--- src/rtl/tick_timer_sched.sv ---
// Shares a one-per-second tick among NCH countdown channels. Channels are
// loaded through a round-robin arbitrated port and pulse done on expiry.

module tick_timer_chan #(
  parameter int CW = 8
) (
  input  logic          clk,
  input  logic          rst_n,
  input  logic          tick,
  input  logic          load,
  input  logic [CW-1:0] load_val,
  input  logic          cancel,
  output logic          busy,
  output logic          done
);
  typedef enum logic {IDLE, RUN} state_e;

  state_e        state_q, state_d;
  logic [CW-1:0] cnt_q, cnt_d;
  logic          done_q, done_d;

  // load beats cancel beats tick; a zero load expires immediately
  always_comb begin
    state_d = state_q;
    cnt_d   = cnt_q;
    done_d  = 1'b0;
    if (load) begin
      if (load_val != '0) begin
        state_d = RUN;
        cnt_d   = load_val;
      end else begin
        state_d = IDLE;
        cnt_d   = '0;
        done_d  = 1'b1;
      end
    end else if (state_q == RUN) begin
      if (cancel) begin
        state_d = IDLE;
        cnt_d   = '0;
      end else if (tick) begin
        if (cnt_q == CW'(1)) begin
          state_d = IDLE;
          cnt_d   = '0;
          done_d  = 1'b1;
        end else begin
          cnt_d = cnt_q - CW'(1);
        end
      end
    end
  end

  always_ff @(posedge clk) begin
    if (!rst_n) begin
      state_q <= IDLE;
      cnt_q   <= '0;
      done_q  <= 1'b0;
    end else begin
      state_q <= state_d;
      cnt_q   <= cnt_d;
      done_q  <= done_d;
    end
  end

  assign busy = (state_q == RUN);
  assign done = done_q;
endmodule

module tick_timer_sched #(
  parameter int NCH = 4,
  parameter int CW  = 8,
  localparam int PW = (NCH > 1) ? $clog2(NCH) : 1
) (
  input  logic              clk,
  input  logic              rst_n,
  input  logic              tick,
  input  logic [NCH-1:0]    req,
  input  logic [NCH*CW-1:0] req_val,
  input  logic [NCH-1:0]    cancel,
  output logic [NCH-1:0]    gnt,
  output logic [NCH-1:0]    busy,
  output logic [NCH-1:0]    done,
  output logic [PW-1:0]     rr_ptr
);
  logic [NCH-1:0] elig, gnt_d, gnt_q;
  logic [PW-1:0]  rr_ptr_d, rr_ptr_q;
  logic [PW:0]    sum, nxt;
  logic [PW-1:0]  idx;

  // the live grant masks its requester until it has dropped req
  always_comb begin
    elig     = req & ~gnt_q;
    gnt_d    = '0;
    rr_ptr_d = rr_ptr_q;
    sum      = '0;
    nxt      = '0;
    idx      = '0;
    for (int k = 0; k < NCH; k++) begin
      sum = {1'b0, rr_ptr_q} + (PW+1)'(k);
      if (sum >= (PW+1)'(NCH)) sum = sum - (PW+1)'(NCH);
      idx = sum[PW-1:0];
      if (gnt_d == '0 && elig[idx]) begin
        gnt_d[idx] = 1'b1;
        nxt = {1'b0, idx} + (PW+1)'(1);
        if (nxt == (PW+1)'(NCH)) nxt = '0;
        rr_ptr_d = nxt[PW-1:0];
      end
    end
  end

  always_ff @(posedge clk) begin
    if (!rst_n) begin
      gnt_q    <= '0;
      rr_ptr_q <= '0;
    end else begin
      gnt_q    <= gnt_d;
      rr_ptr_q <= rr_ptr_d;
    end
  end

  for (genvar i = 0; i < NCH; i++) begin : g_ch
    tick_timer_chan #(.CW(CW)) u_ch (
      .clk      (clk),
      .rst_n    (rst_n),
      .tick     (tick),
      .load     (gnt_d[i]),
      .load_val (req_val[i*CW +: CW]),
      .cancel   (cancel[i]),
      .busy     (busy[i]),
      .done     (done[i])
    );
  end

  assign gnt    = gnt_q;
  assign rr_ptr = rr_ptr_q;
endmodule

--- config.mk ---
export PLATFORM = sky130hd
export DESIGN_NAME = tick_timer_sched
export DESIGN_NICKNAME = d
export VERILOG_FILES = /design/src/rtl/tick_timer_sched.sv
export SDC_FILE = /design/constraint.sdc
export NUM_CORES = 1
export LEC_CHECK = 0
export CAP_MARGIN = 10
export CORE_ASPECT_RATIO = 2
export CORE_MARGIN = 3
export CORE_UTILIZATION = 45
export DETAILED_ROUTE_END_ITERATION = 16
export GPL_TIMING_DRIVEN = 0
export PLACE_DENSITY_LB_ADDON = 0.08
export SLEW_MARGIN = 20
export SYNTH_ARGS = -nofsm -noshare
export SYNTH_HDL_FRONTEND = slang
export SYNTH_SLANG_ARGS = --single-unit
--- constraint.sdc ---
create_clock -name clk -period 4.9 [get_ports clk]
set_input_delay 0.735 -clock clk [delete_from_list [all_inputs] [get_ports clk]]
set_output_delay 0.735 -clock clk [all_outputs]
set_load 0.01 [all_outputs]
==> results.sh, run 1 <==
export IMPL_timing_fmax_ghz=0.2844
export IMPL_dr_pass1_iters=4
export IMPL_synth_warnings=0
export IMPL_grt_pass1_vias=3454
export IMPL_numClockSinks=46
export IMPL_ios=57
export IMPL_finalSetupTns_ps=0
export IMPL_avgSynthCellArea_um2=7.735
export IMPL_synth_edf_count=0
export IMPL_switching_power_mw=1.285
export IMPL_ir_worst_vdd_uv=325.9
export IMPL_crit_type="reg -> reg"
export IMPL_cp_required_ps=5110
export IMPL_dp_cells=591
export IMPL_coreArea_mm2=0.007322
export IMPL_rsz0062_at_grt="false"
export IMPL_avgRoutedWirePerCell_um=16.28
export IMPL_cts_setup_buffers=0
export IMPL_endpoint_kind="flip-flop"
export IMPL_final_antenna_net_count=0
export IMPL_gr_usage_all_layers=0.2354
export IMPL_finalHoldViolCount=0
export IMPL_sw_frac_of_total=0.4647
export IMPL_post_route_period_util=0.7175
export IMPL_max_cap_violations=0
export IMPL_die_h_um=129.7
export IMPL_synthCells=445
export IMPL_drt_iter0_drc=193
export IMPL_cts_max_path_buffers=2
export IMPL_root_buffer="clkbuf_16"
export IMPL_finalSetupViolCount=0
export IMPL_viasPerCell=5.911
export IMPL_die_x_um=67.84
export IMPL_area_growth_pct=22.90
export IMPL_overflow=0
export IMPL_hpwl_mm=7.606
export IMPL_cts_tree="done"
export IMPL_slew_viol_final=0
export IMPL_portBuffers=54
export IMPL_grt_max_degree=13
export IMPL_yosysSeqAreaShare=0.2675
export IMPL_syn_cell_area_mm2=0.003442
export IMPL_p_seq_frac=0.246
export IMPL_cp_arrival_ps=3730
export IMPL_status="completed"
export IMPL_drcViolationCount=0
export IMPL_finalCriticalPeriod_ps=3516
export IMPL_min_path_type="reg -> reg"
export IMPL_finalClockSkew_ps=6.377
export IMPL_cts_buffers=5
export IMPL_path_max_fanout=10
export IMPL_synth_most_common_cell="nand2_1"
export IMPL_ys_flop_type="dfxtp_1"
export IMPL_synth_seq_cells=46
export IMPL_relSlewSlack=0.3987
export IMPL_drive_above_1_share=0.08498
export IMPL_synth_area_top_cells="dfxtp_1 27%, o21ai_0 7.3%, nand2_1 6.5%, ha_1 5.5%, mux2i_1 4.4%"
export IMPL_timing_critical_path_from_type="flip-flop"
export IMPL_async_flop_share=0
export IMPL_ctsHoldBuffers=0
export IMPL_ctsResizeCount=0
export IMPL_gp_congestion=0.8804
export IMPL_p_clk_frac=0.120
export IMPL_intPower_mw=1.480
export IMPL_holdWs_ps=563.6
export IMPL_clk_latency_ps=290
export IMPL_syn_nets=503
export IMPL_n_antenna_cell=0
export IMPL_nets=564
export IMPL_yosysTopAreaCellShare=0.2675
export IMPL_routed_wl_mm=9.738
export IMPL_power_leakage_nw=1.614
export IMPL_synth_top_area_cell="dfxtp_1"
export IMPL_dr_total_vias=3535
export IMPL_initial_core_util=0.4701
export IMPL_tightest_slew_ps=876.9
export IMPL_ys_types=62
export IMPL_comb_power_share=0.634
export IMPL_cts_htree_levels=2
export IMPL_instances_no_fill=598
export IMPL_grt_pass1_wl_mm=15.88
export IMPL_antenna_found_initial=0
export IMPL_power_density_mw_per_mm2=653.6
export IMPL_rows=44
export IMPL_cts_clk_slew_worst_paths_ps=70
export IMPL_fp_dieArea_mm2=0.008798
export IMPL_ys_top_cells_by_count="60 x nand2_1, 50 x o21ai_0, 46 x dfxtp_1"
worst max-delay path: stages, from the launching register on:
cell and delay (ps):
dfxtp_1 430, clkinv_1 350, ha_1 480, inv_2 130, mux4_2 630, o21ai_0 170, o21ai_1 190, a31oi_4 230
nand3_2 170, o21ai_2 210, buf_6 200, mux2i_1 230
power groups by stage:
stage          clock network, mW  logic (mW)  registers, mW
3_5_place_dp                   0        1.74          0.681
4_1_cts                    0.336        1.75          0.676
2_1_floorplan                  0        1.33          0.648
5_1_grt                    0.353        1.95          0.702
3_3_place_gp                   0        1.70          0.680
6_report                   0.332        1.75          0.680
flip-flops by register name, summed over array words and instances, names as in the netlist:
name / flops
g_ch.u_ch.busy: 4
g_ch.u_ch.cnt_q: 32
g_ch.u_ch.done: 4
gnt: 4
rr_ptr: 2
routing by layer:
metal  GRT usage  up-vias  part of all wire
li1            -     1743                 -
met1      0.2299     1697              0.37
met2      0.4532       79              0.57
met3     0.03469       16             0.034
met4      0.1184        0             0.025
met5           0        -                 0
path summary, 6_finish.rpt:
check | from | end | slack [ps] | cells after the start
max reg2reg | rr_ptr[0] | g_ch[1].u_ch.done | 1380 | 11
min reg2reg | g_ch[3].u_ch.busy | g_ch[3].u_ch.busy | 560 | 2
max | rr_ptr[0] | g_ch[1].u_ch.done | 1380 | 11
min | g_ch[3].u_ch.busy | g_ch[3].u_ch.busy | 560 | 2
metrics by stage:
stage	utilization	area [µm²]	setup slack [ps]	total power [mW]
after floorplan	-	3442	1881	1.977
after CTS	0.5778	4230	1369	2.759
final	0.5778	4230	1384	2.765
after global placement	0.5596	4098	1392	2.385
after detailed placement	0.5596	4098	1385	2.419
after global routing	0.5778	4230	1218	3.008
placed cells by master, fill, tap and decap left out, types with 6 or more instances in the layout:
| master | n |
|---|---|
| nand2_1 | 60 |
| clkdlybuf4s50_1 | 54 |
| o21ai_0 | 50 |
| dfxtp_1 | 46 |
| nor2_1 | 31 |
| nand3_1 | 18 |
| mux2i_1 | 15 |
| ha_1 | 15 |
| nor2b_1 | 14 |
| clkbuf_1 | 13 |
| inv_1 | 12 |
| nand2b_1 | 10 |
| buf_4 | 10 |
| a21oi_1 | 10 |
| o211a_1 | 9 |
| nor3_1 | 9 |
| nor4_1 | 9 |
| o31ai_1 | 8 |
| buf_2 | 7 |
| o211ai_1 | 7 |
| o21ai_1 | 6 |
| and2_1 | 6 |
| a31o_1 | 6 |
kinds of logic (layout without fill, tap and decap cells):
family | after synthesis | count (layout) | share of synthesized area
xor+xnor | 5 | 5 | 0.01272
flops | 46 | 46 | 0.2675
mux | 20 | 20 | 0.07306
simple gates | 188 | 188 | 0.2755
buf+inv | 46 | 107 | 0.06797
compound gates | 125 | 125 | 0.2486
fa+ha+maj | 15 | 15 | 0.05453
layout make-up:
cell class                      count  area (µm²)
Timing Repair Buffer               54       540.5
Clock buffer                        7       132.6
Tap cell                           92       115.1
Inverter                           15       56.30
Fill cell                         725        3092
Multi-Input combinational cell    353        2287
Buffer                             31       177.7
Sequential cell                    46       920.9
Note: power is estimated with default switching activity, not from simulation.
==> run 2: changes to the inputs <==
==> constraint.sdc (replaced) <==
create_clock -name clk -period 3.1 [get_ports clk]
set_input_delay 0.465 -clock clk [delete_from_list [all_inputs] [get_ports clk]]
set_output_delay 0.465 -clock clk [all_outputs]
set_load 0.01 [all_outputs]
==> run 2 against run 1 <==
Net effect:
- die area unchanged
- largest power group unchanged
- sequential power up 59%
- core utilization up 1.1 points
==> results.sh, run 2 (synthesis results as in run 1) <==
export IMPL_gr_usage_all_layers=0.2363
export IMPL_die_h_um=129.7
export IMPL_setup_slack_ps=96.38
export IMPL_power_leakage_nw=1.634
export IMPL_layout_common_cells="60 x nand2_1, 54 x clkdlybuf4s50_1, 50 x o21ai_0"
export IMPL_timing_critical_path_from_type="flip-flop"
export IMPL_post_route_period_util=0.9689
export IMPL_r2r_end="g_ch[1].u_ch.done"
export IMPL_avgRoutedWirePerCell_um=16.50
export IMPL_dp_cells=591
export IMPL_root_buffer="clkbuf_16"
export IMPL_max_cap_violations=0
export IMPL_grt_pass1_wl_mm=15.92
export IMPL_coreArea_mm2=0.007322
export IMPL_drive_above_1_share=0.1102
export IMPL_nFillCells=713
export IMPL_cp_required_ps=3310
export IMPL_status="completed"
export IMPL_overflow=0
export IMPL_cts_clk_slew_worst_paths_ps=70
export IMPL_instances_no_fill=600
export IMPL_ios=57
export IMPL_cts_max_path_buffers=2
export IMPL_hpwl_mm=7.606
export IMPL_min_path_type="reg -> reg"
export IMPL_die_x_um=67.84
export IMPL_grt_max_degree=13
export IMPL_largest_register_ffs=32
export IMPL_crit_type="reg -> reg"
export IMPL_ir_worst_vdd_uv=512.9
export IMPL_portBuffers=54
export IMPL_top_register="g_ch.u_ch.cnt_q"
export IMPL_dr_total_vias=3574
export IMPL_numClockSinks=46
export IMPL_area_growth_pct=25.19
export IMPL_n_antenna_cell=0
export IMPL_setup_worst_path_end="g_ch[1].u_ch.done"
export IMPL_ctsHoldBuffers=0
export IMPL_finalHoldViolCount=0
export IMPL_placedInstanceArea_mm2=0.004098
export IMPL_tightest_slew_ps=640.2
export IMPL_endpoint_kind="flip-flop"
export IMPL_rrSetupSlack_ps=100
export IMPL_power_density_mw_per_mm2=1048
export IMPL_final_area_mm2=0.004309
export IMPL_finalClockSkew_ps=5.324
export IMPL_gp_congestion=0.8804
export IMPL_post_route_util=0.5885
export IMPL_finalCriticalPeriod_ps=3004
export IMPL_slew_viol_final=0
export IMPL_finalSetupViolCount=0
export IMPL_fp_dieArea_mm2=0.008798
export IMPL_rr_startpoint="rr_ptr[0]"
export IMPL_cts_tree="done"
export IMPL_initial_core_util=0.4701
export IMPL_path_max_fanout=10
export IMPL_relSlewSlack=0.5648
export IMPL_drcViolationCount=0
export IMPL_dr_pass1_iters=4
export IMPL_viasPerCell=5.957
export IMPL_routed_wl_mm=9.899
export IMPL_nets=566
export IMPL_clk_latency_ps=290
export IMPL_final_common_cell="nand2_1"
export IMPL_cts_htree_levels=2
export IMPL_grt_pass1_vias=3471
export IMPL_timing_fmax_ghz=0.3329
export IMPL_cts_buffers=5
export IMPL_drt_iter0_drc=208
export IMPL_reg2reg_depth=11
export IMPL_cp_arrival_ps=3210
export IMPL_rows=44
export IMPL_place_ws_ps=-405.9
export IMPL_final_antenna_net_count=0
export IMPL_startpoint="rr_ptr[0]"
export IMPL_antenna_found_initial=0
-- run 2: power breakdown --
part / internal (mW) / switching [mW] / leakage [nW]
registers: 0.832 / 0.251 / 0.378
logic: 1.29 / 1.63 / 1.19
clock network: 0.296 / 0.227 / 0.0640
total: 2.41 / 2.10 / 1.63
-- run 2: metal layers --
layer / vias up / share of wire / routed length [µm] / track usage
li1: 1743 / - / - / -
met1: 1718 / 0.36 / 3585 / 0.2299
met2: 92 / 0.57 / 5622 / 0.4572
met3: 21 / 0.038 / 379 / 0.03382
met4: 0 / 0.032 / 312 / 0.1172
met5: - / 0 / 0 / 0
-- run 2: final cells by class --
class                   count  area [µm²]  share of cell area
flip-flops and latches     46       923.4              0.2143
plain buffers              31       181.4             0.04210
well taps                  92       115.1             0.02671
clock buffers               7       132.6             0.03078
inverters                  15       63.81             0.01481
repair buffers             56       555.5              0.1289
multi-input cells         353        2337              0.5424
-- run 2: how the worst min path moves through the flow --
stage	cells past startpoint	endpoint	startpoint
floorplan	2	g_ch[3].u_ch.busy	g_ch[3].u_ch.busy
global placement	2	g_ch[3].u_ch.busy	g_ch[3].u_ch.busy
detailed placement	2	g_ch[3].u_ch.busy	g_ch[3].u_ch.busy
CTS	2	g_ch[3].u_ch.busy	g_ch[3].u_ch.busy
global route	2	g_ch[3].u_ch.busy	g_ch[3].u_ch.busy
finish	2	g_ch[3].u_ch.busy	g_ch[3].u_ch.busy
-- run 2: through the flow --
step	hold slack [ps]	TNS, ps	power [mW]
finish	558.4	0	4.518
global route	588.7	-105.8	4.901
CTS	557.5	0	4.411
detailed placement	543.9	-11400	3.824
global placement	533.7	-9406	3.769
floorplan	501.0	0	3.125
-- run 2: critical path, cell delays in order, from the launching register on --
cell and delay [ps]:
dfxtp_2 410, clkinv_4 130, ha_2 340, inv_2 110, mux4_2 570, o21ai_0 150, o21ai_1 170, a31oi_4 270
nand3_4 150, o21ai_4 180, buf_6 200, mux2i_2 250
-- run 2: repair_timing --
action                                  in CTS  in global routing
endpoints found under the setup margin      46                 32
setup buffers                                2                  0
cloned                                       0                  0
gates resized for setup                      5                 11
pin swaps                                    1                  1
